$ cat src/rtl/inst_sequencer_if.sv
// Controller/core-facing bundle of the instruction sequencer: pass request,
// OFIFO status in, 34-bit instruction word and pass status out.
interface inst_sequencer_if;
  logic        start;
  logic [3:0]  kij;
  logic        ofifo_valid;
  logic [33:0] inst;
  logic        busy;
  logic        done;
  logic        err;

  modport master (
    output start, kij, ofifo_valid,
    input  inst, busy, done, err
  );

  modport slave (
    input  start, kij, ofifo_valid,
    output inst, busy, done, err
  );
endinterface

$ cat src/rtl/inst_sequencer.sv
// Drives the core instruction bus through one kij pass: kernel load, weight
// load, activation load, execute, drain, then OFIFO-to-pmem psum write-back.
module inst_sequencer #(
  parameter int unsigned ROW       = 8,
  parameter int unsigned LEN_NIJ   = 36,
  parameter int unsigned LEN_KIJ   = 9,
  parameter logic [10:0] W_BASE    = 11'h400,
  parameter int unsigned GAP_CYC   = 10,
  parameter int unsigned DRAIN_CYC = 12,
  parameter logic [10:0] PMEM_BASE = 11'd0
) (
  input logic              clk,
  input logic              reset,
  inst_sequencer_if.slave  bus
);

  localparam logic [33:0] IDLE_INST  = 34'h1_800C_0000;
  localparam logic [5:0]  ROW_C      = 6'(ROW);
  localparam logic [5:0]  NIJ_C      = 6'(LEN_NIJ);
  localparam logic [5:0]  GAP_LAST   = 6'(GAP_CYC - 1);
  localparam logic [5:0]  DRAIN_LAST = 6'(DRAIN_CYC - 1);
  localparam logic [4:0]  KIJ_LIM    = 5'(LEN_KIJ);

  typedef enum logic [3:0] {
    S_IDLE   = 4'd0,
    S_K_L0   = 4'd1,
    S_K_LOAD = 4'd2,
    S_GAP    = 4'd3,
    S_A_L0   = 4'd4,
    S_A_EXEC = 4'd5,
    S_DRAIN  = 4'd6,
    S_O_WAIT = 4'd7,
    S_O_RD   = 4'd8,
    S_DONE   = 4'd9
  } state_e;

  state_e      state_q, state_d;
  logic [5:0]  cnt_q, cnt_d;
  logic [3:0]  kij_q, kij_d;
  logic [33:0] inst_q;
  logic        busy_q, busy_d;
  logic        done_q, done_d;
  logic        err_q, err_d;

  // Strobes trail the SRAM/L0 read by one cycle to cover the read latency.
  function automatic logic [33:0] inst_for(state_e s, logic [5:0] c, logic [3:0] k);
    logic [33:0] w;
    w = IDLE_INST;
    case (s)
      S_K_L0: begin
        if (c < ROW_C) begin
          w[19]   = 1'b0;
          w[17:7] = W_BASE + 11'(c);
        end
        w[2] = (c != 6'd0);
      end
      S_K_LOAD: begin
        w[3] = (c < ROW_C);
        w[0] = (c != 6'd0);
      end
      S_A_L0: begin
        if (c < NIJ_C) begin
          w[19]   = 1'b0;
          w[17:7] = 11'(c);
        end
        w[2] = (c != 6'd0);
      end
      S_A_EXEC: begin
        w[3] = (c < NIJ_C);
        w[1] = (c != 6'd0);
      end
      S_O_RD: begin
        w[6] = (c < NIJ_C);
        if (c != 6'd0) begin
          w[32]    = 1'b0;
          w[31]    = 1'b0;
          w[30:20] = PMEM_BASE + 11'(k) * 11'(LEN_NIJ) + 11'(c) - 11'd1;
        end
      end
      default: w = IDLE_INST;
    endcase
    return w;
  endfunction

  // Next-state, phase counter and status-pulse decode.
  always_comb begin
    state_d = state_q;
    cnt_d   = cnt_q + 6'd1;
    kij_d   = kij_q;
    busy_d  = busy_q;
    done_d  = 1'b0;
    err_d   = 1'b0;
    case (state_q)
      S_IDLE: begin
        cnt_d = 6'd0;
        if (bus.start) begin
          if ({1'b0, bus.kij} < KIJ_LIM) begin
            state_d = S_K_L0;
            kij_d   = bus.kij;
            busy_d  = 1'b1;
          end else begin
            err_d = 1'b1;
          end
        end else begin
          state_d = S_IDLE;
        end
      end
      S_K_L0: begin
        if (cnt_q == ROW_C) begin state_d = S_K_LOAD; cnt_d = 6'd0; end
        else begin state_d = S_K_L0; end
      end
      S_K_LOAD: begin
        if (cnt_q == ROW_C) begin state_d = S_GAP; cnt_d = 6'd0; end
        else begin state_d = S_K_LOAD; end
      end
      S_GAP: begin
        if (cnt_q == GAP_LAST) begin state_d = S_A_L0; cnt_d = 6'd0; end
        else begin state_d = S_GAP; end
      end
      S_A_L0: begin
        if (cnt_q == NIJ_C) begin state_d = S_A_EXEC; cnt_d = 6'd0; end
        else begin state_d = S_A_L0; end
      end
      S_A_EXEC: begin
        if (cnt_q == NIJ_C) begin state_d = S_DRAIN; cnt_d = 6'd0; end
        else begin state_d = S_A_EXEC; end
      end
      S_DRAIN: begin
        if (cnt_q == DRAIN_LAST) begin state_d = S_O_WAIT; cnt_d = 6'd0; end
        else begin state_d = S_DRAIN; end
      end
      S_O_WAIT: begin
        cnt_d = 6'd0;
        if (bus.ofifo_valid) begin state_d = S_O_RD; end
        else begin state_d = S_O_WAIT; end
      end
      S_O_RD: begin
        if (cnt_q == NIJ_C) begin
          state_d = S_DONE;
          cnt_d   = 6'd0;
          done_d  = 1'b1;
        end else begin
          state_d = S_O_RD;
        end
      end
      S_DONE: begin
        state_d = S_IDLE;
        cnt_d   = 6'd0;
        busy_d  = 1'b0;
      end
      default: begin
        state_d = S_IDLE;
        cnt_d   = 6'd0;
        busy_d  = 1'b0;
      end
    endcase
  end

  // State and registered outputs; inst is pre-decoded from the next state.
  always_ff @(posedge clk) begin
    if (!reset) begin
      state_q <= S_IDLE;
      cnt_q   <= 6'd0;
      kij_q   <= 4'd0;
      inst_q  <= IDLE_INST;
      busy_q  <= 1'b0;
      done_q  <= 1'b0;
      err_q   <= 1'b0;
    end else begin
      state_q <= state_d;
      cnt_q   <= cnt_d;
      kij_q   <= kij_d;
      inst_q  <= inst_for(state_d, cnt_d, kij_d);
      busy_q  <= busy_d;
      done_q  <= done_d;
      err_q   <= err_d;
    end
  end

  assign bus.inst = inst_q;
  assign bus.busy = busy_q;
  assign bus.done = done_q;
  assign bus.err  = err_q;

endmodule

$ cat src/flat_wrapper.sv
// flat-port wrapper written by rule: the top's interface ports become plain ports
module inst_sequencer_flat 
#(
  parameter int unsigned ROW       = 8,
  parameter int unsigned LEN_NIJ   = 36,
  parameter int unsigned LEN_KIJ   = 9,
  parameter logic [10:0] W_BASE    = 11'h400,
  parameter int unsigned GAP_CYC   = 10,
  parameter int unsigned DRAIN_CYC = 12,
  parameter logic [10:0] PMEM_BASE = 11'd0
)
  (clk, reset, bus_start, bus_kij, bus_ofifo_valid, bus_inst, bus_busy, bus_done, bus_err);
  inst_sequencer_if bus_i ();
  input logic clk;
  input logic reset;
  input wire logic [$bits(bus_i.start)-1:0] bus_start;
  input wire logic [$bits(bus_i.kij)-1:0] bus_kij;
  input wire logic [$bits(bus_i.ofifo_valid)-1:0] bus_ofifo_valid;
  output wire logic [$bits(bus_i.inst)-1:0] bus_inst;
  output wire logic [$bits(bus_i.busy)-1:0] bus_busy;
  output wire logic [$bits(bus_i.done)-1:0] bus_done;
  output wire logic [$bits(bus_i.err)-1:0] bus_err;
  assign bus_i.start = bus_start;
  assign bus_i.kij = bus_kij;
  assign bus_i.ofifo_valid = bus_ofifo_valid;
  assign bus_inst = bus_i.inst;
  assign bus_busy = bus_i.busy;
  assign bus_done = bus_i.done;
  assign bus_err = bus_i.err;
  inst_sequencer #(.ROW(ROW), .LEN_NIJ(LEN_NIJ), .LEN_KIJ(LEN_KIJ), .W_BASE(W_BASE), .GAP_CYC(GAP_CYC), .DRAIN_CYC(DRAIN_CYC), .PMEM_BASE(PMEM_BASE)) u_core (.clk(clk), .reset(reset), .bus(bus_i));
endmodule
$ cat config.mk
export PLATFORM = sky130hd
export DESIGN_NAME = inst_sequencer_flat
export DESIGN_NICKNAME = d
export VERILOG_FILES = /design/src/rtl/inst_sequencer_if.sv /design/src/rtl/inst_sequencer.sv /design/src/flat_wrapper.sv
export SDC_FILE = /design/constraint.sdc
export NUM_CORES = 1
export LEC_CHECK = 0
export BUFFER_PORTS_ARGS = -buffer_cell sky130_fd_sc_hd__clkbuf_2
export CAP_MARGIN = 15
export CORE_AREA = 2 2 62 94
export CTS_BUF_LIST = sky130_fd_sc_hd__clkbuf_4 sky130_fd_sc_hd__clkbuf_8
export CTS_CLUSTER_SIZE = 20
export DETAILED_ROUTE_END_ITERATION = 6
export DIE_AREA = 0 0 64 96
export PLACE_DENSITY_LB_ADDON = 0.05
export SLEW_MARGIN = 20
export SYNTH_ARGS = -nofsm -noshare
export SYNTH_HDL_FRONTEND = slang
export SYNTH_SLANG_ARGS = --single-unit
$ cat constraint.sdc
create_clock -name clk -period 9.9 [get_ports clk]
set_clock_uncertainty 0.15 [all_clocks]
set_input_delay 1.485 -clock clk [delete_from_list [all_inputs] [get_ports clk]]
set_output_delay 1.485 -clock clk [all_outputs]
set_load 0.02 [all_outputs]
==> flow_summary.yaml, run 1 <==
status:
  outcome: "completed"
placed_design:
  place_hpwl_um: 4358
  place_congestion: 0.9406
  port_buffers: 36
  dp_slack_ns: 5.134
power:
  irDropWorstVdd_mv: 0.06214
  powerDensity_mw_per_mm2: 135.9
  leakagePower_nw: 1.329
sta:
  fin_tns_setup_ns: 0
  slew_violations: 0
  post-route-period-util_pct: 44.93
  tightest_slew_ns: 0.8195
  layout_setup_ws_ns: 5.452
  period_minus_slack_ns: 4.448
  rsz0062_at_grt: "false"
  hold_viol: 0
  setup_viol: 0
  slew_headroom_pct: 44.86
  max_freq_mhz: 224.8
floorplanning:
  rows: 33
  die_w_um: 64
  die-area_mm2: 0.006144
  dieHeight_um: 96
  io_pins: 45
  start_util_pct: 47.62
  core_area_mm2: 0.005326
route:
  via_per_inst: 5.362
  routedWlPerCell_um: 13.96
  drt_iter0_drc: 127
  postRouteAntennaNets: 0
  routed_wl_um: 5513
  drc: 0
  first_pass_iters: 4
  vias: 2118
global_routing:
  grt_overflow: 0
  grt_usage_pct: 19.71
  antenna_found_initial: 0
  grt_first_pass_wirelength_um: 9404
  grt_pass1_vias: 2070
  grt_start_max_net_pins: 18
synth:
  yosys_most_used_dff: "dfxtp_1"
  syn_inst: 297
  yosysTopAreaCellShare_pct: 33.15
  ys_seq_area_share_pct: 33.15
  synth_warnings: 0
  ys_ff_latch: 42
  avgSynthCellArea_um2: 8.539
  synth_edf_count: 0
  async_flop_share_pct: 0
  synth.distinct_cells: 63
  synth_largest_area_cell: "dfxtp_1"
  syn_area_mm2: 0.002536
  synthTopCellsByArea: "dfxtp_1 (33%), ha_1 (9.9%), inv_1 (5.0%)"
setup_path:
  crit_chain: "clkbuf_2, o31a_1, or3_1, mux2i_1, inv_1, ha_1, ha_1, ha_1, xor2_1, inv_1, ha_1, a21o_1, a21oi_1, o21ai_0, xnor2_1, nor2_1"
  arrival_ns: 4.47
  ff2ff_path_depth: 15
  cp.buffers_inverters: 3
  cp_common_cell: "ha_1"
  critical_path_depth: 16
  worstSetupEndpointType: "register"
  slowest_delay_ns: 0.41
  critPathRequiredTime_ns: 9.92
  worstPathMaxFanout: 4
  start_kind: "primary input"
  crit_family: "adder cells"
  critPathKind: "primary input to register"
  slowest_stage: "or3_1"
final_layout:
  n_antenna_cell: 0
  drive_above_1_share_pct: 18.15
  syn_to_final_growth_pct: 10.01
  multi_input_area_mm2: 0.001455
  fillCellCount: 520
  postLayoutCoreUtil_pct: 52.38
  seqCellArea_um2: 840.8
  nets: 353
  final_common_cell: "dfxtp_1"
  final_cell_mix: "dfxtp_1 (42), clkbuf_2 (36), inv_1 (34), nor2_1 (33), ha_1 (20)"
cts:
  cts_hold_buf: 0
  worstSkewPairLatency_ns: 0.30
  cts-root-buf: "clkbuf_8"
  postCtsSetupRepairBufs: 0
  h-tree-depth: 2
  cts.sinks: 42
  cts_resized: 0
  cts_made_buffers: 5
  cts_tree: "yes"
  clk_pin_slew_worst_paths_ns: 0.09
  clockBufferDepth: 2
run:
  drv_cap: 0
worst_hold_path:
  hold_depth: 2
  hp-class: "register to register"
-- worst min-delay path: stages, from the launching register on --
cell	delay [ns]
dfxtp_1	0.32
nand2_1	0.05
a21oi_1	0.05
-- synthesized netlist by cell type (all sizes together), types with 6 or more instances --
| cell type | number |
|---|---|
| inv | 34 |
| o21ai | 9 |
| ha | 20 |
| nand2b | 7 |
| buf | 16 |
| a211oi | 6 |
| a21oi | 6 |
| nor3 | 12 |
| dfxtp | 42 |
| clkbuf | 6 |
| nand2 | 15 |
| nor2 | 33 |
| xnor2 | 9 |
| nand3 | 9 |
-- path summary, 6_finish.rpt --
path / slack (ns) / startpoint / to
worst min-delay path: 0.31 / u_core.bus.busy / u_core.bus.busy
worst max-delay path: 5.45 / bus_kij[2] / u_core.bus.inst[30]
worst min register to register: 0.31 / u_core.bus.busy / u_core.bus.busy
worst max register to register: 5.91 / u_core.state_q[2] / u_core.bus.inst[30]
-- registers in the layout, indices dropped and copies added (netlist names) --
signal and flops:
u_core.bus.busy 1, u_core.cnt_q 6, u_core.bus.done 1, u_core.bus.inst 25
u_core.bus.err 1, u_core.state_q 4, u_core.kij_q 4
-- routing by layer --
metal  up-vias  GRT usage [%]  part of all wire (%)
met1       990          20.70                    39
met3        20          3.509                   3.5
met4         0          12.14                   4.5
met2        53          36.11                    53
met5         -              0                     0
li1       1055              -                     -
-- layout make-up --
class / instances / share of cell area [%]
Clock buffer: 7 / 3.229
Tap cell: 70 / 3.139
Multi-Input combinational cell: 205 / 52.15
Sequential cell: 42 / 30.13
Timing Repair Buffer: 36 / 6.457
Clock inverter: 1 / 0.3139
Inverter: 34 / 4.574
-- power by group --
part	switching (mW)	internal [mW]
combinational	0.0478	0.0349
clock	0.0620	0.0604
sequential	0.00230	0.172
-- metrics by stage --
stage	instance area [um^2]	instances	hold slack [ns]	power [mW]
global placement	2691	387	0.3193	0.2607
detailed placement	2691	387	0.3000	0.2607
floorplan	2559	303	0.3234	0.2466
finish	2790	395	0.3079	0.3791
CTS	2790	395	0.3121	0.3841
global route	2790	395	0.3317	0.4047
-- kinds of logic (layout without fill, tap and decap cells) --
| group | after synthesis | after routing | share of synthesized area (%) |
|---|---|---|---|
| XOR/XNOR | 13 | 13 | 4.489 |
| adder cells (fa/ha/maj) | 21 | 21 | 10.66 |
| AO/OA/AOI/OAI | 53 | 53 | 16.73 |
| buffers and inverters | 56 | 78 | 10.36 |
| other | 2 | 8 | 0.2961 |
| multiplexers | 2 | 2 | 0.7894 |
| AND/OR/NAND/NOR | 108 | 108 | 23.53 |
| flip-flops | 42 | 42 | 33.15 |
Power figures use the tool's default switching activity.
==> inputs of run 2 (changes only) <==
==> constraint.sdc (replaced) <==
create_clock -name clk -period 4.5 [get_ports clk]
set_clock_uncertainty 0.15 [all_clocks]
set_input_delay 0.675 -clock clk [delete_from_list [all_inputs] [get_ports clk]]
set_output_delay 0.675 -clock clk [all_outputs]
set_load 0.02 [all_outputs]
==> run 2 against run 1 <==
  * Routed wire length increased by 4.0%
  * Clock power increased by 100%
  * Via count decreased by 1.0%
  * Hold slack improved by 0.0079 ns
  * Total power increased by 120%
  * Final area increased by 0.49%
  * Sequential power increased by 120%
  * Count of clock-buffer cells in the layout decreased by 2
  * Combinational power increased by 130%
  * Global-route usage increased by 0.56 points
  * Highest routed layer unchanged
==> flow_summary.yaml, run 2 (synthesized netlist as in run 1, its figures left out) <==
sta:
  max_freq_mhz: 254.6
  layout_setup_ws_ns: 0.5717
  slew_violations: 0
  tightest_slew_ns: 0.8636
  rsz0062_at_grt: "false"
  period_minus_slack_ns: 3.928
  post-route-period-util_pct: 87.29
  fin_tns_setup_ns: 0
  setup_viol: 0
  hold_viol: 0
  slew_headroom_pct: 41.90
setup_path:
  worstSetupEndpointType: "register"
  critPathRequiredTime_ns: 4.52
  crit_chain: "or4_4, or3_1, mux2i_1, inv_1, ha_1, ha_1, ha_1, xor2_1, inv_1, ha_1, a21o_1, a21oi_1, o21ai_0, xnor2_1, nor2_1"
  worstPathMaxFanout: 13
  start_kind: "register"
  crit_family: "simple AND/OR/NAND/NOR gates"
  cp.buffers_inverters: 2
  arrival_ns: 3.95
  critPathKind: "register to register"
  slowest_delay_ns: 0.51
  cp_common_cell: "ha_1"
  slowest_stage: "or4_4"
power:
  powerDensity_mw_per_mm2: 291.4
  leakagePower_nw: 1.337
  p_total_uw: 817.2
  irDropWorstVdd_mv: 0.1665
global_routing:
  grt_pass1_vias: 2083
  grt_first_pass_wirelength_um: 9501
  antenna_found_initial: 0
  grt_start_max_net_pins: 17
  grt_usage_pct: 20.28
  grt_overflow: 0
floorplanning:
  die-area_mm2: 0.006144
  start_util_pct: 47.62
  core_area_mm2: 0.005326
  dieHeight_um: 96
  rows: 33
  io_pins: 45
  die_w_um: 64
final_layout:
  final_common_cell: "dfxtp_1"
  nets: 356
  largest_reg_flops: 25
  n_antenna_cell: 0
  fillCellCount: 528
  syn_to_final_growth_pct: 10.56
  stdcell_count: 398
  final_cell_mix: "dfxtp_1 (42), clkbuf_2 (36), inv_1 (34), nor2_1 (33), ha_1 (20)"
  drive_above_1_share_pct: 18.90
route:
  routed_wl_um: 5731
  routedWlPerCell_um: 14.40
  via_per_inst: 5.266
  drt_iter0_drc: 107
  drc: 0
  vias: 2096
  first_pass_iters: 4
  postRouteAntennaNets: 0
run:
  drv_cap: 0
placed_design:
  dp.cells: 390
  place_congestion: 0.8588
  port_buffers: 36
  dp_slack_ns: 0.5020
  place_hpwl_um: 4532
cts:
  cts_resized: 0
  cts_made_buffers: 5
  postCtsSetupRepairBufs: 0
  h-tree-depth: 2
  cts_hold_buf: 0
  clockBufferDepth: 2
  cts_tree: "yes"
  cts.sinks: 42
  clk_pin_slew_worst_paths_ns: 0.08
  worstSkewPairLatency_ns: 0.29
  cts-root-buf: "clkbuf_8"
worst_hold_path:
  hp-class: "register to register"
status:
  outcome: "completed"
[run 2: worst paths after layout]
kind	slack, ns	depth (start not counted)	endpoint	start
setup reg to reg	0.57	15	u_core.bus.inst[30]	u_core.state_q[3]
hold / removal	0.32	2	u_core.bus.busy	u_core.bus.busy
hold reg to reg	0.32	2	u_core.bus.busy	u_core.bus.busy
setup / recovery	0.57	15	u_core.bus.inst[30]	u_core.state_q[3]
[run 2: report_power, final]
| part | internal [mW] | leakage, nW | switching [mW] |
|---|---|---|---|
| Clock | 0.109 | 0.0441 | 0.140 |
| Combinational | 0.0778 | 0.952 | 0.109 |
| Sequential | 0.378 | 0.340 | 0.00294 |
[run 2: routing by layer]
metal	wire, um	GRT usage [%]	vias to the layer above	part of all wire [%]
met2	3033	38.11	41	53
met4	238	12.50	0	4.2
met3	130	3.158	16	2.3
met1	2330	20.76	972	41
li1	-	-	1067	-
met5	0	0	-	0
[run 2: cell type report]
| class | count | area, um^2 | area share [%] |
|---|---|---|---|
| clock buffers | 5 | 68.82 | 2.454 |
| clock inverters | 3 | 21.27 | 0.7586 |
| inverters | 34 | 127.6 | 4.552 |
| multi-input cells | 205 | 1455 | 51.90 |
| flip-flops and latches | 42 | 840.8 | 29.99 |
| well taps | 70 | 87.58 | 3.124 |
| repair buffers | 39 | 202.7 | 7.229 |
[run 2: metrics by stage]
stage                     utilization [%]  hold WS, ns  area, um^2
after detailed placement            50.95       0.3090        2714
after global placement              50.95       0.3216        2714
after CTS                           52.64       0.3214        2804
final                               52.64       0.3158        2804
after floorplan                         -       0.3234        2559
after global routing                52.64       0.3342        2804
[run 2: worst reg2reg max path, delay by kind of cell (launching register included)]
family,cells,cell delay (ns)
AOI/OAI and AO/OA,3,0.42
xor gates and xnor gates,2,0.39
adders and majority gates,4,0.92
buffers and inverters,2,0.15
DFF,1,0.48
muxes,1,0.29
and+or+nand+nor,3,1.01
